**src/rtl/peripheral_input_conditioner.sv**
```systemverilog
// Synchronizes and debounces raw board inputs, latches sticky rise/fall events
// and exposes STATE/RISE/FALL/MASK registers on a 32-bit address/data bus.
module peripheral_input_conditioner #(
  parameter int CHANNELS        = 4,
  parameter int DEBOUNCE_CYCLES = 27000,
  parameter int COUNTER_WIDTH   = 16
) (
  input  logic                clock,
  input  logic                reset_n,
  input  logic [CHANNELS-1:0] raw_inputs,
  input  logic [31:0]         address,
  input  logic [31:0]         input_data,
  input  logic                should_write,
  output logic [31:0]         output_data,
  output logic [CHANNELS-1:0] conditioned_inputs,
  output logic                event_pending
);

  localparam logic [COUNTER_WIDTH-1:0] CNT_LAST = COUNTER_WIDTH'(DEBOUNCE_CYCLES - 1);

  logic [CHANNELS-1:0]      r_s1;
  logic [CHANNELS-1:0]      r_s2;
  logic [CHANNELS-1:0]      r_lvl;
  logic [CHANNELS-1:0]      r_rise;
  logic [CHANNELS-1:0]      r_fall;
  logic [CHANNELS-1:0]      r_mask;
  logic [COUNTER_WIDTH-1:0] r_cnt      [CHANNELS];
  logic [COUNTER_WIDTH-1:0] w_cnt_next [CHANNELS];
  logic [CHANNELS-1:0]      w_lvl_next;
  logic [CHANNELS-1:0]      w_rise_set;
  logic [CHANNELS-1:0]      w_fall_set;
  logic [CHANNELS-1:0]      w_wdata;
  logic [1:0]               w_sel;
  logic                     w_wr_rise;
  logic                     w_wr_fall;
  logic                     w_wr_mask;
  logic                     w_unused;

  assign w_sel     = address[3:2];
  assign w_wdata   = input_data[CHANNELS-1:0];
  assign w_wr_rise = should_write && (w_sel == 2'd1);
  assign w_wr_fall = should_write && (w_sel == 2'd2);
  assign w_wr_mask = should_write && (w_sel == 2'd3);
  assign w_unused  = ^{address[31:4], address[1:0], input_data};

  always_ff @(posedge clock or negedge reset_n) begin
    if (!reset_n) begin
      r_s1 <= '0;
      r_s2 <= '0;
    end else begin
      r_s1 <= raw_inputs;
      r_s2 <= r_s1;
    end
  end

  // A level is accepted only after s2 has disagreed with it for DEBOUNCE_CYCLES edges in a row.
  always_comb begin
    w_lvl_next = r_lvl;
    w_rise_set = '0;
    w_fall_set = '0;
    for (int i = 0; i < CHANNELS; i++) begin
      w_cnt_next[i] = r_cnt[i];
      if (r_s2[i] == r_lvl[i]) begin
        w_cnt_next[i] = '0;
      end else if (r_cnt[i] == CNT_LAST) begin
        w_cnt_next[i] = '0;
        w_lvl_next[i] = r_s2[i];
        w_rise_set[i] = r_s2[i];
        w_fall_set[i] = ~r_s2[i];
      end else begin
        w_cnt_next[i] = r_cnt[i] + 1'b1;
      end
    end
  end

  // Clears are applied before sets so a new event on the clearing edge survives.
  always_ff @(posedge clock or negedge reset_n) begin
    if (!reset_n) begin
      for (int i = 0; i < CHANNELS; i++) begin
        r_cnt[i] <= '0;
      end
      r_lvl  <= '0;
      r_rise <= '0;
      r_fall <= '0;
      r_mask <= '0;
    end else begin
      for (int i = 0; i < CHANNELS; i++) begin
        r_cnt[i] <= w_cnt_next[i];
      end
      r_lvl  <= w_lvl_next;
      r_rise <= (r_rise & ~(w_wr_rise ? w_wdata : '0)) | w_rise_set;
      r_fall <= (r_fall & ~(w_wr_fall ? w_wdata : '0)) | w_fall_set;
      if (w_wr_mask) begin
        r_mask <= w_wdata;
      end
    end
  end

  always_comb begin
    output_data = '0;
    case (w_sel)
      2'd0:    output_data = 32'(r_lvl);
      2'd1:    output_data = 32'(r_rise);
      2'd2:    output_data = 32'(r_fall);
      default: output_data = 32'(r_mask);
    endcase
  end

  assign conditioned_inputs = r_lvl;
  assign event_pending      = |((r_rise | r_fall) & r_mask);

endmodule

```
**config.mk**
```make
export PLATFORM = sky130hd
export DESIGN_NAME = peripheral_input_conditioner
export DESIGN_NICKNAME = d
export VERILOG_FILES = /design/src/rtl/peripheral_input_conditioner.sv
export SDC_FILE = /design/constraint.sdc
export NUM_CORES = 1
export LEC_CHECK = 0
export CAP_MARGIN = 25
export CORE_ASPECT_RATIO = 0.75
export CORE_UTILIZATION = 33
export DETAILED_ROUTE_END_ITERATION = 10
export HOLD_SLACK_MARGIN = 0.12
export PLACE_DENSITY = 0.58
export SYNTH_ARGS = -nofsm -noshare
export SYNTH_HDL_FRONTEND = slang
export SYNTH_SLANG_ARGS = --single-unit
```
**constraint.sdc**
```tcl
create_clock -name clock -period 3.6 [get_ports clock]
set_input_delay 0.54 -clock clock [delete_from_list [all_inputs] [get_ports clock]]
set_output_delay 0.54 -clock clock [all_outputs]
set_load 0.01 [all_outputs]
```
==> out/metrics.csv <==
metric,value,unit
status,"finished, final reports clean",
Final Util,0.387,
IO Pins,108,
Port Buffers,21,
RR Startpoint,r_cnt[57],
die width,135,µm
vias,2954,
Initial Utilization,0.339,
grt ovf,0,
DR pass1 iterations,6,
fin nets,526,
CTS tree,yes,
CP Class,in -> out,
largest net degree at the start of global routing,81,
vias in the first global route,2896,
Startpoint Class,primary input,
worst hold endpoint,r_s2[1],
Max Root-Sink Buffers,2,
Slew @ Worst Pin,0.649,ns
Routed WL,8380,µm
Hold Crit Start,r_s1[1],
max_cap viols,0,
"Max FO, Critical Path",7,
clock buffer count from CTS,9,
Die Y,102,µm
relative slew slack,0.567,
Worst EP arrival,2.28,ns
Required @ worst endpoint,3.06,ns
"Distinct cells, synth",37,
shortest period the worst path allows,2.82,ns
GRT Total Usage,0.136,
Reg2Reg Setup Slack,1.50,ns
Final setup violation count,0,
num rows,36,
Cells after Synth,425,
reg-to-reg endpoint,r_cnt[50],
n_diodes,0,
RD Place Congestion,0.777,
Hold Crit Class,reg -> reg,
crit end category,output port,
H-tree levels,3,
mapped cell area,4390,µm²
Synth top area share,0.501,
Synth Warn #,0,
Detailed Place HPWL,5650,µm
Pleak,0.00203,µW
maximum vdd drop,0.274,mV
DR iter-0 viols,201,
worst reg-to-reg path cell count,4,
Setup TNS Final,0,ns
Synth Register Bits,88,
Residual DRC,0,
core area,13000,µm²
vias per cell,4.71,
clk_lat worst skew,0.34,ns
post-synthesis sequential area ratio,0.501,
Synth area leaders,"dfrtp_1, xnor2_1, nor2_1, buf_4, nand4_1",
fin crit share,0.783,
Die ar.,13800,µm²
cell depth of the worst hold path,0,
"Reg clk slew, reported paths",0.06,ns
"antenna viol nets, final",0,
Post-CTS Resized,0,
placed insts,609,
PD cells,434,nW/µm²
Synth Area per Inst,10.3,µm²
initial antenna violation count,0,
clk root buf,clkbuf_16,
endpoints failing hold,0,
Worst Hold Slack,0.358,ns
"non-filler cells, final",627,
"Area growth, synth to finish",14.2,%
RSZ-0062 raised after global routing,no,
share of post-route cells with drive strength above 1,0.0943,
first-pass GRT wire length,14400,µm
clock sinks,88,
largest area contributor in the netlist,dfrtp_1,
fmax,0.355,GHz
routed len/inst,13.4,µm
Pins Over Slew Limit,0,
skew final,0.00653,ns
-- cell families (layout without fill, tap and decap cells) --
| family | count (synthesis) | in the layout | share of synthesized area |
|---|---|---|---|
| other | 1 | 28 | 0.000854 |
| flip-flops | 88 | 88 | 0.501 |
| XOR/XNOR | 54 | 54 | 0.108 |
| AND/OR/NAND/NOR | 200 | 200 | 0.238 |
| buffers and inverters | 48 | 52 | 0.0718 |
| multiplexers | 12 | 12 | 0.0419 |
| adder cells (fa/ha/maj) | 4 | 4 | 0.0114 |
| AO/OA/AOI/OAI | 18 | 18 | 0.0268 |
-- report_power, final --
group	switching [µW]	internal (µW)
combinational	74.1	53.5
sequential	21.6	1020
clock	385	626
total	480	1690
-- placed cells by master (no fill, tap or decap), drive strengths merged, types with 10 or more instances in the layout --
cell type,netlist,final
clkbuf,5,11
clkdlybuf4s50,0,20
conb,1,28
dfrtp,88,88
inv,11,11
nand2,31,31
nand3,22,22
nand4,20,20
nor2,70,70
nor3,11,11
nor4,21,21
o21ai,10,10
xnor2,46,46
-- flip-flops by register name, summed over array words and instances (netlist names) --
name / flops
r_cnt: 64
conditioned_inputs: 4
r_fall: 4
r_mask: 4
r_rise: 4
r_s1: 4
r_s2: 4
-- repair_timing --
item | CTS | global route
endpoints found under the setup margin | 0 | 0
buffers inserted | 0 | 0
hold endpoints to repair | 0 | 18
hold buffers | 0 | 1
-- metal layers --
metal	vias to the layer above	wire, µm	global-route usage
li1	1466	-	-
met1	1430	4260	0.187
met3	12	259	0.0347
met5	-	0	0
met4	0	154	0.0562
met2	46	3710	0.206
-- cell usage after synthesis --
master	count
xor2_1	8
or4_4	1
nor4_1	19
dfrtp_1	88
and4_1	2
a21oi_1	2
nor4bb_1	1
nand4_1	20
nand2b_1	4
clkbuf_1	5
or4b_4	2
conb_1	1
and3_1	2
o21ai_0	10
o21bai_2	2
mux2_4	1
or4b_1	1
nand2_1	30
nand2_4	1
mux4_2	4
ha_1	4
xnor2_1	46
and3_2	1
buf_6	4
mux2_2	7
or4_1	1
nor2_1	70
a22o_1	4
nand3_1	22
buf_4	28
nor2b_1	4
nor3_1	11
nor4_4	2
and3b_1	2
or3_1	1
or4b_2	3
inv_1	11
-- critical path: stages --
cell and delay, ns:
clkdlybuf4s50_1 0.66, mux4_2 0.58, clkdlybuf4s50_1 0.49
-- final cells by class --
type | instances | area, µm²
inverter | 11 | 41.3
fill | 1270 | 7960
multi-input combinational | 316 | 1980
tap | 171 | 214
sequential | 88 | 2200
clock inverter | 5 | 80.1
clock buffer | 11 | 243
timing repair buffer | 25 | 260
-- through the flow --
stage	total power [µW]	instance area, µm²	worst slack (ns)
3_3_place_gp	1180	4660	0.752
4_1_cts	2210	4980	0.758
6_report	2180	5020	0.782
5_1_grt	2270	5020	0.722
3_5_place_dp	1180	4660	0.762
2_1_floorplan	1140	4490	1.65
-- how the worst max path moves through the flow --
stage / from / endpoint / slack (ns) / depth (start not counted)
after global placement: address[3] / output_data[3] / 0.75 / 3
final: address[2] / output_data[1] / 0.78 / 3
after floorplan: r_cnt[10] / conditioned_inputs[3] / 1.65 / 4
after global routing: address[2] / output_data[1] / 0.72 / 3
after CTS: address[3] / output_data[3] / 0.76 / 3
after detailed placement: address[3] / output_data[3] / 0.76 / 3
(Power assumes the default switching activity.)
